**src/rtl/mul4_pkg.sv**
```systemverilog
// Shared constants and FSM state type for the 4x4 multiply table builder.
// Latency: n/a (declarations only).
// Backpressure: n/a.
package mul4_pkg;

    localparam int OPW    = 4;
    localparam int ADDR_W = 2 * OPW;
    localparam int DEPTH  = 1 << ADDR_W;

    // Fill sequencer states; IDLE and DONE are the only states that accept start.
    typedef enum logic [1:0] {
        S_IDLE  = 2'd0,
        S_MUL   = 2'd1,
        S_WRITE = 2'd2,
        S_DONE  = 2'd3
    } state_t;

endpackage

```
**src/rtl/ram_256x8.sv**
```systemverilog
// Simple dual-port table RAM: one synchronous write port, one registered read port.
// Latency: read data appears 1 cycle after raddr is sampled; writes land on the edge.
// Backpressure: none; both ports accept every cycle. Array is not reset.
module ram_256x8
    import mul4_pkg::*;
#(
    parameter int AW = ADDR_W,
    parameter int DW = ADDR_W
) (
    input  logic          clk,
    input  logic          i_we,
    input  logic [AW-1:0] i_waddr,
    input  logic [DW-1:0] i_wdata,
    input  logic [AW-1:0] i_raddr,
    output logic [DW-1:0] o_rdata
);

    logic [DW-1:0] r_mem [0:(1<<AW)-1];
    logic [DW-1:0] r_rdata;

    // Write port and registered read port; read returns pre-write data on a collision.
    always_ff @(posedge clk) begin
        if (i_we) begin
            r_mem[i_waddr] <= i_wdata;
        end
        r_rdata <= r_mem[i_raddr];
    end

    assign o_rdata = r_rdata;

endmodule

```
**src/rtl/mul4_table_fill.sv**
```systemverilog
// Builds the x*y lookup table with a shift-add multiplier, then serves registered lookups.
// Latency: fill takes 1280 cycles after start; lookups return 1 cycle after mul is sampled.
// Backpressure: start is ignored while busy; mul_r reads 0 while busy or straight after reset.
module mul4_table_fill
    import mul4_pkg::*;
#(
    parameter int OPW = mul4_pkg::OPW
) (
    input  logic              clk,
    input  logic              rst,
    input  logic              start,
    output logic              busy,
    output logic              done,
    input  logic [2*OPW-1:0]  mul,
    output logic [2*OPW-1:0]  mul_r
);

    localparam int AW = 2 * OPW;
    localparam int BW = $clog2(OPW);

    state_t          r_state;
    logic [AW-1:0]   r_cnt;
    logic [AW-1:0]   r_acc;
    logic [BW-1:0]   r_bit;
    logic            r_busy;
    logic            r_done;
    logic            r_rd_en;

    logic [OPW-1:0]  w_x;
    logic [OPW-1:0]  w_y;
    logic [AW-1:0]   w_pp;
    logic            w_we;
    logic [AW-1:0]   w_rdata;

    assign w_x = r_cnt[AW-1:OPW];
    assign w_y = r_cnt[OPW-1:0];

    // Partial product for the current multiplier bit: x shifted into place when y[i] is set.
    always_comb begin
        w_pp = '0;
        if (w_y[r_bit]) begin
            w_pp = {{OPW{1'b0}}, w_x} << r_bit;
        end
    end

    assign w_we = (r_state == S_WRITE);

    // Fill sequencer: walks every entry, runs OPW shift-add steps, then writes the product.
    always_ff @(posedge clk or posedge rst) begin
        if (rst) begin
            r_state <= S_IDLE;
            r_cnt   <= '0;
            r_acc   <= '0;
            r_bit   <= '0;
            r_busy  <= 1'b0;
            r_done  <= 1'b0;
            r_rd_en <= 1'b0;
        end else begin
            case (r_state)
                S_IDLE, S_DONE: begin
                    r_rd_en <= 1'b1;
                    if (start) begin
                        r_state <= S_MUL;
                        r_cnt   <= '0;
                        r_acc   <= '0;
                        r_bit   <= '0;
                        r_busy  <= 1'b1;
                        r_done  <= 1'b0;
                        r_rd_en <= 1'b0;
                    end
                end
                S_MUL: begin
                    r_acc <= r_acc + w_pp;
                    r_bit <= r_bit + 1'b1;
                    if (r_bit == BW'(OPW - 1)) begin
                        r_state <= S_WRITE;
                    end
                end
                S_WRITE: begin
                    if (r_cnt == {AW{1'b1}}) begin
                        // Reads re-open one edge later so the last write is never read stale.
                        r_state <= S_DONE;
                        r_busy  <= 1'b0;
                        r_done  <= 1'b1;
                    end else begin
                        r_state <= S_MUL;
                        r_cnt   <= r_cnt + 1'b1;
                        r_acc   <= '0;
                        r_bit   <= '0;
                    end
                end
                default: begin
                    r_state <= S_IDLE;
                end
            endcase
        end
    end

    ram_256x8 #(
        .AW (AW),
        .DW (AW)
    ) u_ram (
        .clk     (clk),
        .i_we    (w_we),
        .i_waddr (r_cnt),
        .i_wdata (r_acc),
        .i_raddr (mul),
        .o_rdata (w_rdata)
    );

    assign busy  = r_busy;
    assign done  = r_done;
    assign mul_r = r_rd_en ? w_rdata : '0;

endmodule

```
**config.mk**
```make
export PLATFORM = sky130hd
export DESIGN_NAME = mul4_table_fill
export DESIGN_NICKNAME = d
export VERILOG_FILES = /design/src/rtl/mul4_pkg.sv /design/src/rtl/ram_256x8.sv /design/src/rtl/mul4_table_fill.sv
export SDC_FILE = /design/constraint.sdc
export NUM_CORES = 2
export LEC_CHECK = 0
export ABC_AREA = 1
export CELL_PAD_IN_SITES_DETAIL_PLACEMENT = 1
export CELL_PAD_IN_SITES_GLOBAL_PLACEMENT = 1
export CORE_ASPECT_RATIO = 1.4
export CORE_MARGIN = 4
export CORE_UTILIZATION = 47
export CTS_CLUSTER_DIAMETER = 80
export DETAILED_ROUTE_END_ITERATION = 6
export PLACE_DENSITY_LB_ADDON = 0.1
export SYNTH_ARGS = -nofsm -noshare
export SYNTH_HDL_FRONTEND = slang
export SYNTH_SLANG_ARGS = --single-unit
```
**constraint.sdc**
```tcl
create_clock -name clk -period 4.57 [get_ports clk]
set_clock_uncertainty 0.1 [all_clocks]
set_input_delay 0.914 -clock clk [delete_from_list [all_inputs] [get_ports clk]]
set_output_delay 0.914 -clock clk [all_outputs]
set_load 0.02 [all_outputs]
```
---- Word level (Yosys, flattened, before mapping) ----
Memories as Yosys holds them, arrays and structs flattened. A register that Yosys moved wholly into a read port is not among the register bits.
Index checks and enable logic that the tools add are counted.
Widths: inputs -> output; s select.
word-level totals
  RAM bits ................................ 2048
  word-level logic and storage cells ...... 54
  memories kept ........................... 1
  input bits .............................. 11
  output and inout port bits .............. 10
  register bits after elaboration ......... 23
memories
  memory       depth  width  read ports  clocked after memory_dff  write ports  line             text
  u_ram.r_mem  256    8      1           1                         1            ram_256x8.sv:18  logic [DW-1:0] r_mem [0:(1<<AW)-1];
operators by class
  add/sub/neg operators ................... 3
  order comparisons ....................... 1
  eq/ne operators ......................... 9
  mux-type cells .......................... 25
  reduce and logical (&&, ||, !) cells .... 7
  shift-type cells ........................ 1
operator list
  operator             count
  $mux 8               5
  $pmux 8 s3           1
  $pmux 8 s2           1
  $pmux 2 s3           2
  $mux 2               5
  $add 8x1->8 const B  1
  $add 8x8->8          1
  $eq 8x8->1 const B   1
  $mux 1               8
  $ne 2x2->1 const B   4
  $shl 4x2->8          1
  $eq 2x2->1 const B   3
  $reduce_and 3->1     2
  $pmux 1 s2           2
  $reduce_and 2->1     2
  $lt 2x3->1 const B   1
  $add 2x1->2 const B  1
  $bmux 1 s2           1
  $eq 2x1->1 const B   1
  $logic_not 2->1      1
  $reduce_bool 2->1    1
  $reduce_or 2->1      1

---- Depth between registers and ports, before layout ----
  depth after elaboration ................. 5
  depth in mapped cells ................... 16
  mapped depth without buffers ............ 16

---- Cells and area by module ----
A second synthesis with hierarchy kept.
unflattened totals
  cell total of the unflattened synthesis .. 7241
  area, all modules ....................... 85042.8 µm²
modules (own cells, without submodules)
  module           seq. area each (µm²)  area each (µm²)  cells an instance  times used
  ram_256x8        61659.1               83396.2          7003               1
  mul4_table_fill  575.6                 1646.6           238                1

---- Worst setup path before layout ----
No wires, ideal clock.
  path type ............................... register to register
  from .................................... register r_acc[2]
  to ...................................... register r_acc[6]
  slack ................................... -0.348 ns
  arrival ................................. 4.678 ns
  data required time ...................... 4.330 ns
  library setup time ...................... 0.140 ns
  cell stages (with the launch flop) ...... 11
  buffers on the path ..................... 0
  period minus slack after synthesis ...... 4.918 ns
  cells stage by stage .................... dfrtp_1 -> ha_1 -> nand2_1 -> inv_1 -> o21ai_0 -> nand2_1 -> nand2_1 -> nand2_1 -> a21oi_1 -> xor2_1 -> o21ai_0
between the ends
  cells in the longest elaborated chain, start to end .. 2
RTL lines
  element                 line                   text
  from (decl)             mul4_table_fill.sv:23  logic [AW-1:0] r_acc;
  from (signal assigned)  mul4_table_fill.sv:73  r_acc <= r_acc + w_pp;
  $add 8x8->8             mul4_table_fill.sv:73
  $pmux 8 s3              mul4_table_fill.sv:59  case (r_state)
Every way passes these cells.
A chain may end at the register's enable or synchronous reset.

---- Worst setup path in the final report ----
  from .................................... register r_state[0]
  to ...................................... memory u_ram.r_mem[125][1] in the netlist's numbering (enable)
between the ends
  cells in the longest elaborated chain, start to end .. 3
RTL lines
  element                       line                   text
  from (decl)                   mul4_table_fill.sv:21  state_t r_state;
  from (signal assigned)        mul4_table_fill.sv:51  r_state <= S_IDLE;
  from (signal assigned)        mul4_table_fill.sv:63  r_state <= S_MUL;
  from (signal assigned)        mul4_table_fill.sv:76  r_state <= S_WRITE;
  $eq 2x2->1                    mul4_table_fill.sv:46  assign w_we = (r_state == S_WRITE);
  via u_ram.i_we                ram_256x8.sv:11        input logic i_we,
  $mux 1                        ram_256x8.sv:23        if (i_we) begin
  $mux 1 (implied by the code)  ram_256x8.sv:24        r_mem[i_waddr] <= i_wdata;
  to (decl)                     ram_256x8.sv:18
The timed path passes the listed nets, and every way through them passes these cells.

==> flow_summary.json <==
{
  "use_met3": 0.0360,
  "drive_gt1_frac": 0.0693,
  "power_leakage_nw": 33.9,
  "cts.sink_count": 2079,
  "intPower_mw": 31.0,
  "post-dp-hpwl_um": 155000,
  "slowest_stage": "nand3_2",
  "end_kind": "flip-flop",
  "wire_per_inst_um": 27.5,
  "syn_avg_cell_area_sq_um": 11.8,
  "critical_path.max_stage_delay_ns": 0.84,
  "syn_nets": 7200,
  "worstSetupStartpoint": "r_state[0]$_DFFE_PP0P_",
  "cts_root_buf": "clkbuf_16",
  "setup_viol": 0,
  "overflow": 0,
  "synthTopCellsByCount": "nand2_1 (2155), edfxtp_1 (2048), nand3_1 (2034)",
  "busiest_layer": "met2",
  "min_path_type": "reg -> reg",
  "cts_hold_buf": 0,
  "gr-usage-met2": 0.480,
  "cts_max_level": 4,
  "seq_area_frac_synth": 0.734,
  "die_y_um": 511,
  "cp-endpoint": "u_ram.r_mem[125][1]$_DFFE_PP_",
  "yosysWarnings": 0,
  "cts.path.max_buffers": 3,
  "final_nets": 7132,
  "io_buffers": 20,
  "cts_tree": "yes",
  "p_sw_frac": 0.240,
  "final.setup.tns_ns": 0,
  "grt_max_degree": 198,
  "synth_most_common_cell": "nand2_1",
  "slew_violations": 0,
  "finalCritPeriodShare": 0.834,
  "worstSetupPathType": "reg -> reg",
  "power.density_nw_per_um2": 434,
  "path_cells": "inv_1 -> ha_1 -> nand3_2 -> buf_4 -> nor2_1",
  "synth_cell_type_count": 32,
  "clkTransAtPathRegs_ns": 0.06,
  "vdd.ir_drop.worst_v": 0.000358,
  "antenna_found_initial": 6,
  "synthCells": 7173,
  "async_reset_ff_frac": 0.0111,
  "drt-total-wl_um": 264000,
  "period_needed_ns": 3.81,
  "vias_per_cell": 5.90,
  "vias": 56600,
  "grt_pass1_vias": 59000,
  "area_delta_synth_final_pct": 10.8,
  "dieArea_sq_um": 187000,
  "clock_latency_ns": 0.83,
  "fmax_mhz": 262,
  "regToRegSetupSlack_ns": 0.76,
  "gr-usage-met1": 0.357,
  "synthDominantCellAreaShare": 0.725,
  "critPathArrivalTime_ns": 4.17,
  "rsz0062_at_grt": "no",
  "status": "complete, no violations",
  "worst_pin_slew_ns": 1.24,
  "synth-edff-count": 2048,
  "synth_area_sq_um": 84800,
  "grt.total_usage": 0.278,
  "crit_fanout": 15,
  "crit_required_ns": 4.93,
  "maxCapViolCount": 0,
  "numCtsBuffers": 198,
  "place.gp.congestion": 0.825,
  "p_clk_frac": 0.393,
  "holdWs_ns": 0.449,
  "place_ws_ns": 0.294,
  "p_sw_mw": 9.80,
  "critPathBufInv": 2,
  "r2r-start": "r_state[0]$_DFFE_PP0P_",
  "critical_path.top_delay_family": "simple AND/OR/NAND/NOR gates",
  "remaining_drc_errors": 0,
  "relSlewSlack": 0.167,
  "hold_violations": 0,
  "grt_pass1_wl_um": 390000,
  "pwr-share-seq": 0.530,
  "n_fill_cell": 18300,
  "ys_seq_elements": 2079,
  "synth_area_leaders": "edfxtp_1 (72%), nand3_1 (12%), nand2_1 (9.5%), buf_2 (1.5%), nor2_1 (1.2%)",
  "cts_resized": 0,
  "synthFlopType": "edfxtp_1",
  "r2r-end": "u_ram.r_mem[125][1]$_DFFE_PP_",
  "antenna_left": 0,
  "core_area_sq_um": 180000,
  "drtIter0Drc": 5074,
  "start_util": 0.472,
  "cts_setup_buffers": 0,
  "yosys.area.top_type": "edfxtp_1",
  "num_rows": 184,
  "dr.pass1.iters": 5,
  "cp_num_cells": 5,
  "ff2ff_path_depth": 5,
  "io_pins": 21,
  "comb_power_share": 0.077,
  "worst_slack_ns": 0.760,
  "die_w_um": 367,
  "critPathLaunchType": "flip-flop"
}
-- routing by layer --
layer	part of all wire	vias to the layer above
li1	-	25300
met1	0.40	29300
met2	0.51	1584
met3	0.051	426
met4	0.042	0
met5	0	-
-- worst register-to-register path, stage by stage (launching register included) --
cell and delay [ns]:
dfrtp_1 0.42, inv_1 0.07, ha_1 0.67, nand3_2 0.85
buf_4 0.54, nor2_1 0.78
-- stage by stage --
step	power [mW]	utilization	cells	instance area, sq um
3_5_place_dp	25.2	0.489	9230	87800
3_3_place_gp	25.1	0.489	9230	87800
4_1_cts	41.0	0.523	9593	94000
6_report	40.8	0.523	9596	94000
5_1_grt	42.0	0.523	9594	94000
2_1_floorplan	23.7	-	7173	84800
-- cell type report --
cell class              instances  area [sq um]  share of cell area
diodes                          3          7.51           0.0000799
repair buffers                218          2380              0.0253
clock inverters               109           908             0.00966
multi-input cells            4548         20000               0.212
inverters                      60           259             0.00276
clock buffers                 254          5300              0.0564
flip-flops and latches       2079         62300               0.662
well taps                    2325          2910              0.0309
-- cell families (layout without fill, tap and decap cells) --
group	count (synthesis)	in the layout	share of synthesized area
AOI/OAI and AO/OA	47	47	0.00313
xor gates and xnor gates	2	2	0.000207
adders and majority gates	16	16	0.00245
buffers and inverters	546	641	0.0316
DFF	2079	2079	0.734
other	0	3	0
and+or+nand+nor	4483	4483	0.229
-- flip-flops by register name, summed over array words and instances (netlist names) --
register and count:
r_rd_en 1, u_ram.r_mem 2048, r_state 2, r_cnt 8, r_bit 2, busy 1, u_ram.o_rdata 8, done 1
r_acc 8
-- power groups by stage --
stage | clock (mW) | combinational (mW) | sequential, mW
floorplan | 0 | 1.52 | 22.1
global placement | 0 | 3.07 | 22.0
detailed placement | 0 | 3.14 | 22.0
CTS | 16.3 | 3.15 | 21.6
global route | 17.0 | 3.38 | 21.6
finish | 16.0 | 3.14 | 21.6
-- worst min path at each step --
| stage | cells past startpoint | start | to |
|---|---|---|---|
| after floorplan | 2 | r_state[1]$_DFFE_PP0P_ | r_state[1]$_DFFE_PP0P_ |
| after global placement | 2 | r_state[1]$_DFFE_PP0P_ | r_state[1]$_DFFE_PP0P_ |
| after detailed placement | 2 | r_state[0]$_DFFE_PP0P_ | r_state[0]$_DFFE_PP0P_ |
| after CTS | 2 | rst | r_cnt[1]$_DFFE_PP0P_ |
| after global routing | 1 | busy$_DFFE_PP0P_ | busy$_DFFE_PP0P_ |
| final | 1 | busy$_DFFE_PP0P_ | busy$_DFFE_PP0P_ |
-- cells in the final DEF (no fill, tap or decap), types with 7 or more instances in the layout --
master           synthesis  final
a21oi_1                 13     13
dfrtp_1                 23     15
nand2_2                  3      8
clkinv_2                 0     33
dfxtp_1                  8      8
edfxtp_1              2048   2048
o21ai_0                 27     27
clkbuf_16                0    203
dfrtp_4                  0      8
clkinv_1                 0     49
buf_4                   69    145
nor2_1                 272    272
nor3_1                  11     11
clkbuf_1               108     48
bufinv_16                0     13
inv_1                   56     54
buf_12                   0     55
nand2_1               2155   2150
nand3_1               2034   2027
nand3_2                  0      7
clkdlybuf4s50_1          0     14
ha_1                    15     15
Note: power is estimated with default switching activity, not from simulation.
